$ cat src/rtl/rf_write_arbiter_if.sv
// Write-port bundle for rf_write_arbiter: the two writeback requesters
// (ALU, load) and the registered WE3/A3/WD3 register-file write port.
// Build option: RF_WRITE_FWD_EN adds the read-forwarding signals.
interface rf_write_arbiter_if #(
  parameter int DATA_WIDTH = 32,
  parameter int DEPTH      = 5
);
  logic                  alu_valid;
  logic [DEPTH-1:0]      alu_addr;
  logic [DATA_WIDTH-1:0] alu_data;
  logic                  alu_ready;
  logic                  mem_valid;
  logic [DEPTH-1:0]      mem_addr;
  logic [DATA_WIDTH-1:0] mem_data;
  logic                  mem_ready;
  logic                  WE3;
  logic [DEPTH-1:0]      A3;
  logic [DATA_WIDTH-1:0] WD3;
  logic                  init_done;
`ifdef RF_WRITE_FWD_EN
  logic [DEPTH-1:0]      rd_a1;
  logic [DEPTH-1:0]      rd_a2;
  logic [DATA_WIDTH-1:0] rf_rd1;
  logic [DATA_WIDTH-1:0] rf_rd2;
  logic [DATA_WIDTH-1:0] fwd_rd1;
  logic [DATA_WIDTH-1:0] fwd_rd2;

  modport master (
    output alu_valid, alu_addr, alu_data, mem_valid, mem_addr, mem_data,
    output rd_a1, rd_a2, rf_rd1, rf_rd2,
    input  alu_ready, mem_ready, WE3, A3, WD3, init_done, fwd_rd1, fwd_rd2
  );
  modport slave (
    input  alu_valid, alu_addr, alu_data, mem_valid, mem_addr, mem_data,
    input  rd_a1, rd_a2, rf_rd1, rf_rd2,
    output alu_ready, mem_ready, WE3, A3, WD3, init_done, fwd_rd1, fwd_rd2
  );
`else
  modport master (
    output alu_valid, alu_addr, alu_data, mem_valid, mem_addr, mem_data,
    input  alu_ready, mem_ready, WE3, A3, WD3, init_done
  );
  modport slave (
    input  alu_valid, alu_addr, alu_data, mem_valid, mem_addr, mem_data,
    output alu_ready, mem_ready, WE3, A3, WD3, init_done
  );
`endif
endinterface

$ cat src/rtl/rf_write_arbiter.sv
// Owner of the register-file write port. After reset it clears every
// register (one write per cycle), then shares the port round-robin between
// ALU writeback and load writeback. Writes to $0 are handshaken but dropped.
// Build option: RF_WRITE_FWD_EN adds combinational write-to-read forwarding.
module rf_write_arbiter #(
  parameter int DATA_WIDTH = 32,
  parameter int DEPTH      = 5
) (
  input logic             clk,
  input logic             rst_n,
  rf_write_arbiter_if.slave bus
);
  typedef enum logic {ST_INIT = 1'b0, ST_RUN = 1'b1} state_t;

  state_t                state_q, state_d;
  // Extra top bit marks "all registers cleared" without wrapping to 0.
  logic [DEPTH:0]        cnt_q, cnt_d;
  // Last-grant pointer: 0 = ALU, 1 = load.
  logic                  last_q, last_d;
  logic                  we_q, we_d;
  logic [DEPTH-1:0]      a3_q, a3_d;
  logic [DATA_WIDTH-1:0] wd3_q, wd3_d;
  logic                  done_q, done_d;
  logic                  alu_gnt, mem_gnt;

  // State register: all sequential state, cleared asynchronously.
  always_ff @(posedge clk or negedge rst_n) begin
    if (!rst_n) begin
      state_q <= ST_INIT;
      cnt_q   <= '0;
      last_q  <= 1'b1;
      we_q    <= 1'b0;
      a3_q    <= '0;
      wd3_q   <= '0;
      done_q  <= 1'b0;
    end else begin
      state_q <= state_d;
      cnt_q   <= cnt_d;
      last_q  <= last_d;
      we_q    <= we_d;
      a3_q    <= a3_d;
      wd3_q   <= wd3_d;
      done_q  <= done_d;
    end
  end

  // Next-state: walk the clear counter, then park in RUN until reset.
  always_comb begin
    state_d = state_q;
    cnt_d   = cnt_q;
    if (state_q == ST_INIT) begin
      if (cnt_q[DEPTH]) begin
        state_d = ST_RUN;
      end else begin
        cnt_d = cnt_q + {{DEPTH{1'b0}}, 1'b1};
      end
    end
  end

  // Outputs: grants and the next write-port contents.
  always_comb begin
    alu_gnt = 1'b0;
    mem_gnt = 1'b0;
    we_d    = 1'b0;
    a3_d    = a3_q;
    wd3_d   = wd3_q;
    last_d  = last_q;
    done_d  = done_q;
    case (state_q)
      ST_INIT: begin
        if (!cnt_q[DEPTH]) begin
          we_d  = 1'b1;
          a3_d  = cnt_q[DEPTH-1:0];
          wd3_d = '0;
        end else begin
          done_d = 1'b1;
        end
      end
      ST_RUN: begin
        // On conflict the port not granted last time wins.
        alu_gnt = bus.alu_valid && (!bus.mem_valid || last_q);
        mem_gnt = bus.mem_valid && (!bus.alu_valid || !last_q);
        if (alu_gnt) begin
          we_d   = |bus.alu_addr;
          a3_d   = bus.alu_addr;
          wd3_d  = bus.alu_data;
          last_d = 1'b0;
        end else if (mem_gnt) begin
          we_d   = |bus.mem_addr;
          a3_d   = bus.mem_addr;
          wd3_d  = bus.mem_data;
          last_d = 1'b1;
        end
      end
      default: ;
    endcase
  end

  assign bus.alu_ready = alu_gnt;
  assign bus.mem_ready = mem_gnt;
  assign bus.WE3       = we_q;
  assign bus.A3        = a3_q;
  assign bus.WD3       = wd3_q;
  assign bus.init_done = done_q;

`ifdef RF_WRITE_FWD_EN
  // A read of the register being written this cycle sees the new value.
  assign bus.fwd_rd1 = (we_q && (a3_q == bus.rd_a1) && (bus.rd_a1 != '0)) ? wd3_q : bus.rf_rd1;
  assign bus.fwd_rd2 = (we_q && (a3_q == bus.rd_a2) && (bus.rd_a2 != '0)) ? wd3_q : bus.rf_rd2;
`endif
endmodule

$ cat src/flat_wrapper.sv
// flat-port wrapper written by rule: the top's interface ports become plain ports
module rf_write_arbiter_flat 
#(
  parameter int DATA_WIDTH = 32,
  parameter int DEPTH      = 5
)
  (clk, rst_n, bus_alu_valid, bus_alu_addr, bus_alu_data, bus_mem_valid, bus_mem_addr, bus_mem_data, bus_alu_ready, bus_mem_ready, bus_WE3, bus_A3, bus_WD3, bus_init_done);
  rf_write_arbiter_if #(.DATA_WIDTH(DATA_WIDTH), .DEPTH(DEPTH)) bus_i ();
  input logic clk;
  input logic rst_n;
  input wire logic [$bits(bus_i.alu_valid)-1:0] bus_alu_valid;
  input wire logic [$bits(bus_i.alu_addr)-1:0] bus_alu_addr;
  input wire logic [$bits(bus_i.alu_data)-1:0] bus_alu_data;
  input wire logic [$bits(bus_i.mem_valid)-1:0] bus_mem_valid;
  input wire logic [$bits(bus_i.mem_addr)-1:0] bus_mem_addr;
  input wire logic [$bits(bus_i.mem_data)-1:0] bus_mem_data;
  output wire logic [$bits(bus_i.alu_ready)-1:0] bus_alu_ready;
  output wire logic [$bits(bus_i.mem_ready)-1:0] bus_mem_ready;
  output wire logic [$bits(bus_i.WE3)-1:0] bus_WE3;
  output wire logic [$bits(bus_i.A3)-1:0] bus_A3;
  output wire logic [$bits(bus_i.WD3)-1:0] bus_WD3;
  output wire logic [$bits(bus_i.init_done)-1:0] bus_init_done;
  assign bus_i.alu_valid = bus_alu_valid;
  assign bus_i.alu_addr = bus_alu_addr;
  assign bus_i.alu_data = bus_alu_data;
  assign bus_i.mem_valid = bus_mem_valid;
  assign bus_i.mem_addr = bus_mem_addr;
  assign bus_i.mem_data = bus_mem_data;
  assign bus_alu_ready = bus_i.alu_ready;
  assign bus_mem_ready = bus_i.mem_ready;
  assign bus_WE3 = bus_i.WE3;
  assign bus_A3 = bus_i.A3;
  assign bus_WD3 = bus_i.WD3;
  assign bus_init_done = bus_i.init_done;
  rf_write_arbiter #(.DATA_WIDTH(DATA_WIDTH), .DEPTH(DEPTH)) u_core (.clk(clk), .rst_n(rst_n), .bus(bus_i));
endmodule
$ cat config.mk
export PLATFORM = sky130hd
export DESIGN_NAME = rf_write_arbiter_flat
export DESIGN_NICKNAME = d
export VERILOG_FILES = /design/src/rtl/rf_write_arbiter_if.sv /design/src/rtl/rf_write_arbiter.sv /design/src/flat_wrapper.sv
export SDC_FILE = /design/constraint.sdc
export NUM_CORES = 1
export LEC_CHECK = 0
export ABC_AREA = 1
export CAP_MARGIN = 10
export CORE_AREA = 2 2 87 89
export CTS_BUF_LIST = sky130_fd_sc_hd__clkbuf_8
export DETAILED_ROUTE_END_ITERATION = 8
export DIE_AREA = 0 0 89 91
export PLACE_DENSITY = 0.77
export REMOVE_ABC_BUFFERS = 1
export SLEW_MARGIN = 40
export SYNTH_ARGS = -nofsm -noshare
export SYNTH_HDL_FRONTEND = slang
export SYNTH_SLANG_ARGS = --single-unit
$ cat constraint.sdc
create_clock -name clk -period 1.2 [get_ports clk]
set_input_delay 0.24 -clock clk [delete_from_list [all_inputs] [get_ports clk]]
set_output_delay 0.24 -clock clk [all_outputs]
set_load 0.02 [all_outputs]
# Word-level counts from Yosys, hierarchy flattened
# Cells that the tools add are included.
# totals
reg_bits	47
out_inout_bits	41
elab_cells	46
# op_classes
addsub	1
eq_ne	2
muxes	19
n_bitwise	2
n_reduce_logical	14
# op_table
operator	n
2-to-1 mux 32 bit	3
one-hot mux 32 bit (2 select lines)	1
2-to-1 mux 5 bit	3
one-hot mux 5 bit (2 select lines)	1
OR reduction 5 bit	2
2-to-1 mux 1 bit	9
AND reduction 2 bit	4
adder 6 x 1 -> 6 bit (second input constant)	1
2-to-1 mux 6 bit	1
logical NOT 1 bit	3
inequality test 3 bit (second input constant)	1
logical AND 1 bit	2
logical OR 1 bit	2
inequality test 2 bit (second input constant)	1
inverter 1 bit	2
one-hot mux 1 bit (2 select lines)	1
nonzero test 2 bit	1

# Depth between registers and ports, before layout
# Gate-level depths: netlist of the first run.
# depth
depth_word	6
depth_mapped	8
depth_no_buf	7

# Worst setup path before layout of the first run
# Ideal clock, no wire load.
# synth_timing
path_type	reg-to-output
startpoint	register u_core.last_q
endpoint	output port bus_alu_ready
t_arrival_ns	1.148
required_ns	0.960
setup_slack_ns	-0.188
path_stages_with_launch	6
n_path_buf	1
path_cell_list	dfstp_2 inv_1 nand2_2 nand2_2 buf_6 nor2_2
# synth_between
elab_chain_len	3
# synth_lines
item	line_no	rtl
start, declared	rf_write_arbiter.sv:19	logic last_q, last_d;
start signal, assigned	rf_write_arbiter.sv:39	last_q <= last_d;
logical OR 1 bit	rf_write_arbiter.sv:81	alu_gnt = bus.alu_valid && (!bus.mem_valid || last_q);
logical AND 1 bit	rf_write_arbiter.sv:81	
2-to-1 mux 1 bit	rf_write_arbiter.sv:69	case (state_q)
end, declared	flat_wrapper.sv:17	output wire logic [$bits(bus_i.alu_ready)-1:0] bus_alu_ready;
# Every way passes these cells.

# Final worst setup path of the first run
# layout_timing
startpoint	register u_core.last_q
endpoint	register u_core.wd3_q[9] (netlist: u_core.bus.WD3[9])
# layout_between
elab_chain_len	5
elab_cells_between_ends	9
classes_between	eq/ne: 1; mux: 2; reduce/logical: 6
# layout_lines
item	line_no	rtl
logical NOT 1 bit	rf_write_arbiter.sv:82	mem_gnt = bus.mem_valid && (!bus.alu_valid || !last_q);
logical OR 1 bit	rf_write_arbiter.sv:82	
logical AND 1 bit	rf_write_arbiter.sv:82	
inequality test 3 bit (no source line)	-	
AND reduction 2 bit (no source line)	-	
end signal, assigned	rf_write_arbiter.sv:42	wd3_q <= wd3_d;
end, declared	rf_write_arbiter.sv:22	logic [DATA_WIDTH-1:0] wd3_q, wd3_d;
# Parallel ways exist; a longest one is shown, timed or not.
# A chain may end at the register's enable or synchronous reset.

==> results of run 1 <==
## cells by family (layout without fill, tap and decap cells)
group | after synthesis | in the layout | share of synthesized area [%]
adders and majority gates | 1 | 1 | 0.459
xor gates and xnor gates | 4 | 4 | 1.29
buffers and inverters | 38 | 193 | 10.4
DFF | 47 | 47 | 43.2
and+or+nand+nor | 258 | 258 | 43.8
AOI/OAI and AO/OA | 4 | 4 | 0.918
## power groups by stage
stage	Clock [uW]	Sequential, uW	Combinational (uW)
floorplan	0	2140	441
global placement	0	1890	1640
detailed placement	0	1900	1670
CTS	1140	1880	1870
global route	1220	1890	1950
finish	1110	1870	1800
## cell usage after synthesis
library cell / n / area share [%]
inv_1: 14 / 1.9
nand2_1: 157 / 22
o31ai_1: 1 / 0.28
o21bai_1: 1 / 0.28
o21ai_0: 1 / 0.18
nor2_2: 1 / 0.23
xnor2_1: 1 / 0.32
xor2_1: 3 / 0.96
nor2_4: 1 / 0.41
inv_2: 1 / 0.14
nand3_2: 10 / 3.7
nand2_2: 4 / 0.92
a21oi_1: 1 / 0.18
nor2_1: 3 / 0.41
nand3b_4: 1 / 0.73
nand3_1: 74 / 14
buf_2: 8 / 1.5
or2_2: 1 / 0.23
buf_12: 2 / 1.5
nand2_4: 3 / 1.2
dfstp_2: 1 / 0.96
ha_1: 1 / 0.46
buf_6: 13 / 5.4
nand4_1: 3 / 0.69
dfrtp_1: 46 / 42
## layout make-up
class	instances	area, um^2	area share [%]
timing repair buffer	171	1670	36.1
multi-input combinational	267	1480	32.2
sequential	47	1180	25.6
tap	99	124	2.69
clock buffer	5	68.8	1.49
inverter	15	56.3	1.22
clock inverter	2	33.8	0.733
## per-stage QoR
step	hold slack [ns]	total power (uW)	setup TNS (ns)	instances
global placement	0.246	3530	-17.62	579
floorplan	-0.0556	2580	-42.34	329
finish	0.444	4780	-13.12	606
CTS	0.467	4890	-11.82	607
global route	0.495	5060	-15.49	606
detailed placement	0.251	3570	-18.72	579
## sequential cells by signal (all words and copies together), names as in the netlist
register	cells
u_core.bus.WD3	32
u_core.bus.init_done	1
u_core.state_q	1
u_core.bus.WE3	1
u_core.bus.A3	5
u_core.cnt_q	6
u_core.last_q	1
## worst paths after layout
check	startpoint	end	slack (ns)	cells after the start
max	u_core.last_q	u_core.bus.WD3[9]	-0.37	10
min	rst_n	u_core.bus.init_done	0.44	3
max reg2reg	u_core.last_q	u_core.bus.WD3[9]	-0.37	10
min reg2reg	u_core.bus.init_done	u_core.bus.init_done	0.49	1
max in group asynchronous	rst_n	u_core.last_q	0.49	3
min in group clk	u_core.bus.init_done	u_core.bus.init_done	0.49	1
## worst max-delay path, stage by stage, from the launching register on
cell,delay [ns]
dfstp_2,0.56
buf_6,0.11
buf_6,0.11
nand2_8,0.06
buf_6,0.13
nand2_8,0.12
buf_16,0.16
nand2_2,0.05
nand2_1,0.05
nand3_1,0.08
nand2_1,0.08
## routing by layer
layer / global-route usage (%) / share of wire (%) / vias to the layer above
met1: 26.1 / 40 / 1403
met5: 0 / 0 / -
met3: 4.27 / 5.5 / 12
met4: 6.34 / 1.9 / 0
li1: - / - / 1440
met2: 40.7 / 53 / 91
## repair_timing
action | 4_1_cts | 5_1_grt
hold endpoints to repair | 46 | 0
endpoints found under the setup margin | 83 | 78
gates cloned | 7 | 1
gates resized for setup | 177 | 66
setup buffers | 13 | 1
pin swaps | 25 | 30
hold buffers | 1 | 0
==> impl_metrics.yaml, run 1 <==
power:
  cellLeakagePower_uw: 0.00238
  max-vdd-ir-drop_uv: 557
  swShare_pct: 32.1
  pwr-share-comb_pct: 37.6
  power_frac_clock_pct: 23.3
  p_seq_share_pct: 39.1
  p_int_uw: 3250
  switchingPower_uw: 1540
  p_per_area_nw_per_um2: 1040
setup_path:
  critPathCaptureType: "flip-flop"
  crit_required_ns: 1.42
  worstPathMaxFanout: 8
  worstSetupPathType: "reg2reg"
  arrival_ns: 1.79
  worstSetupStartpointType: "flip-flop"
timing:
  finalSetupViolations: 40
  slew_headroom_pct: 76.6
  max_freq_ghz: 0.636
  maxSlewViolCount: 0
  fin_ws_ns: -0.371
  fin_crit_sh_pct: 131
  worst_pin_slew_ns: 0.350
  finClkSkew_ns: 0.0135
  hold_viol: 0
  period_needed_ns: 1.57
  rsz0062_at_grt: "yes"
finish:
  final_common_cell: "nand2_1"
  stdcell_area_um2: 4610
  fin_util_pct: 64.6
  diodes: 0
  fin_nets: 586
  final_cell_mix: "129 x nand2_1, 76 x clkdlybuf4s50_1, 57 x nand3_1"
  nFillCells: 628
  area_growth_pct: 69.1
  drive_gt1_share_pct: 33.9
floorplanning:
  die_height_um: 91
  ioPinCount: 119
  die_area_um2: 8100
  rows: 31
  initial_core_util_pct: 38.2
  core_area_um2: 7140
  die_w_um: 89
drt:
  via_count: 2946
  wl_mm: 8.94
  wl_per_cell_um: 14.8
  avgViaCountPerCell: 4.86
  drc: 0
  dr.pass1.iters: 4
  postRouteAntennaNets: 0
  drt_iter0_drc: 163
place:
  port_buffers: 118
  dpl-instance-area_um2: 4120
  place_ws_ns: -0.777
  place.gp.congestion: 0.837
  hpwl_mm: 5.50
global_route:
  grt_max_degree: 48
  antenna_found_initial: 0
  grt_usage_pct: 22.4
  overflow: 0
  first_global_vias: 2927
  grt_first_pass_wirelength_mm: 14.1
logic_synthesis:
  synth_area_um2: 2730
  syn_avg_cell_area_um2: 7.74
  yosysWarnings: 0
  synth.distinct_cells: 25
  synth_seq_cells: 47
  syn_inst: 352
  ys_seq_area_share_pct: 43.2
run:
  max-cap-violations: 0
cts:
  insertion_delay_ns: 0.29
  cts_buffers: 5
  cts.sinks: 47
  clockBufferDepth: 2
  htreeDepth: 2
  cts_tree: "yes"
  clkSlewWorstSetupHoldPaths_ns: 0.09
  cts_root_buf: "clkbuf_8"
outcome:
  violations: "setup timing"
  run_status: "finished with violations"
hold_path:
  hp-class: "in2async"
(Power assumes the default switching activity.)
==> run 2, diff against run 1 <==
--- a/config.mk
+++ b/config.mk
@@ -6,12 +6,11 @@
 export NUM_CORES = 1
 export LEC_CHECK = 0
 export ABC_AREA = 1
-export CAP_MARGIN = 10
-export CORE_AREA = 2 2 87 89
-export CTS_BUF_LIST = sky130_fd_sc_hd__clkbuf_8
+export CAP_MARGIN = 20
+export CORE_AREA = 2 2 88 90
 export DETAILED_ROUTE_END_ITERATION = 8
-export DIE_AREA = 0 0 89 91
-export PLACE_DENSITY = 0.77
+export DIE_AREA = 0 0 90 92
+export PLACE_DENSITY = 0.75
 export REMOVE_ABC_BUFFERS = 1
 export SLEW_MARGIN = 40
 export SYNTH_ARGS = -nofsm -noshare
==> constraint.sdc (replaced) <==
create_clock -name clk -period 1.2 [get_ports clk]
set_input_delay 0.3 -clock clk [delete_from_list [all_inputs] [get_ports clk]]
set_output_delay 0.3 -clock clk [all_outputs]
set_load 0.02 [all_outputs]
==> impl_metrics.yaml, run 2 (synthesis results as in run 1) <==
setup_path:
  crit_family: "flip-flops"
  cp.buffers_inverters: 2
  path_depth: 5
  worstSetupStartpointType: "flip-flop"
  crit_required_ns: 0.90
  crit_top_cell: "nand2_2"
  worstPathMaxFanout: 3
  critPathCaptureType: "output pin"
  arrival_ns: 1.26
  path_cells: "inv_2 > nand2_2 > nand2_2 > nor2_4 > buf_6"
  reg2regPathDepth: 9
  cp_slowest_cell: "dfstp_2"
  worstSetupPathType: "reg2out"
  slowest_delay_ns: 0.57
timing:
  worst_pin_slew_ns: 0.352
  max_freq_ghz: 0.642
  hold_viol: 0
  period_needed_ns: 1.56
  fin_crit_sh_pct: 130
  finClkSkew_ns: 0.00506
  slew_headroom_pct: 76.5
  fin_ws_ns: -0.356
  whs_ns: 0.491
  rsz0062_at_grt: "yes"
  finalSetupViolations: 41
  maxSlewViolCount: 0
drt:
  wl_mm: 8.42
  postRouteAntennaNets: 0
  wl_met1_mm: 3.57
  drt_iter0_drc: 114
  wl_met3_um: 534
  wl_per_cell_um: 13.7
  top_layer_used: "met4"
  avgViaCountPerCell: 4.71
  drc: 0
  via_count: 2899
  dr.pass1.iters: 4
  wl_met2_mm: 4.19
finish:
  diodes: 0
  area_growth_pct: 63.8
  nFillCells: 687
  largest_reg_flops: 32
  fin_nets: 592
  final_common_cell: "nand2_1"
  drive_gt1_share_pct: 26.8
  fin_util_pct: 59.9
  final_cell_mix: "156 x nand2_1, 74 x clkdlybuf4s50_1, 72 x nand3_1"
  stdcell_count: 616
cts:
  cts_tree: "yes"
  cts_root_buf: "clkbuf_8"
  insertion_delay_ns: 0.30
  cts_buffers: 5
  clkSlewWorstSetupHoldPaths_ns: 0.09
  htreeDepth: 2
  clockBufferDepth: 2
  cts.sinks: 47
run:
  max-cap-violations: 0
global_route:
  overflow: 0
  grt_first_pass_wirelength_mm: 13.4
  grt_usage_pct: 20.1
  antenna_found_initial: 0
  first_global_vias: 2759
  grt_max_degree: 48
floorplanning:
  die_w_um: 90
  initial_core_util_pct: 36.6
  die_area_um2: 8280
  core_area_um2: 7450
  ioPinCount: 119
  die_height_um: 92
  rows: 32
place:
  hpwl_mm: 5.68
  place.gp.congestion: 0.791
  dp_cells: 590
  place_ws_ns: -0.858
  port_buffers: 118
hold_path:
  hold_depth: 1
  hp-class: "reg2reg"
power:
  cellLeakagePower_uw: 0.00236
  p_per_area_nw_per_um2: 1030
  max-vdd-ir-drop_uv: 493
outcome:
  run_status: "finished with violations"
  violations: "setup timing"
-- run 2: worst paths after layout --
path	startpoint	to	slack, ns
max in group asynchronous	rst_n	u_core.last_q	0.43
hold reg to reg	u_core.bus.init_done	u_core.bus.init_done	0.49
setup reg to reg	u_core.last_q	u_core.bus.WD3[8]	-0.31
hold / removal	u_core.bus.init_done	u_core.bus.init_done	0.49
setup / recovery	u_core.last_q	bus_alu_ready	-0.36
min in group asynchronous	rst_n	u_core.cnt_q[4]	0.50
-- run 2: final cells by class --
class / count / area [um^2] / area share (%)
sequential: 47 / 1180 / 26.4
inverter: 15 / 58.8 / 1.32
tap: 102 / 128 / 2.86
timing repair buffer: 177 / 1670 / 37.3
clock buffer: 8 / 100 / 2.24
multi-input combinational: 267 / 1330 / 29.8
-- run 2: per-stage QoR --
step / total power, uW / area, um^2 / TNS, ns
after CTS: 4600 / 4340 / -9.77
final: 4610 / 4460 / -10.30
after detailed placement: 3630 / 4190 / -23.66
after global placement: 3590 / 4190 / -23.25
after floorplan: 2580 / 2500 / -42.46
after global routing: 4890 / 4460 / -13.48
-- run 2: worst reg2reg max path, delay by kind of cell, from the launching register on --
family / cells / cell delay (ns)
flip-flops: 1 / 0.57
AND/OR/NAND/NOR: 6 / 0.53
buffers and inverters: 3 / 0.36
-- run 2: report_power, final --
group | internal [uW] | switching, uW | total [uW] | leakage, uW
Combinational | 838 | 843 | 1680 | 0.00174
Sequential | 1770 | 102 | 1870 | 0.000560
Clock | 527 | 530 | 1060 | 0.0000515
Total | 3140 | 1480 | 4610 | 0.00236
-- run 2: what timing repair did --
action | in CTS | in global routing
endpoints found under the hold margin | 46 | 0
gates cloned | 4 | 0
endpoints found under the setup margin | 84 | 48
resized for setup | 184 | 20
pin swaps | 1 | 9
hold buffers | 1 | 0
setup buffers | 5 | 9
-- run 2: metal layers --
| layer | vias to the layer above | global-route usage, % |
|---|---|---|
| li1 | 1452 | - |
| met1 | 1342 | 24.1 |
| met2 | 98 | 35.2 |
| met3 | 7 | 5.01 |
| met4 | 0 | 7.31 |
| met5 | - | 0 |
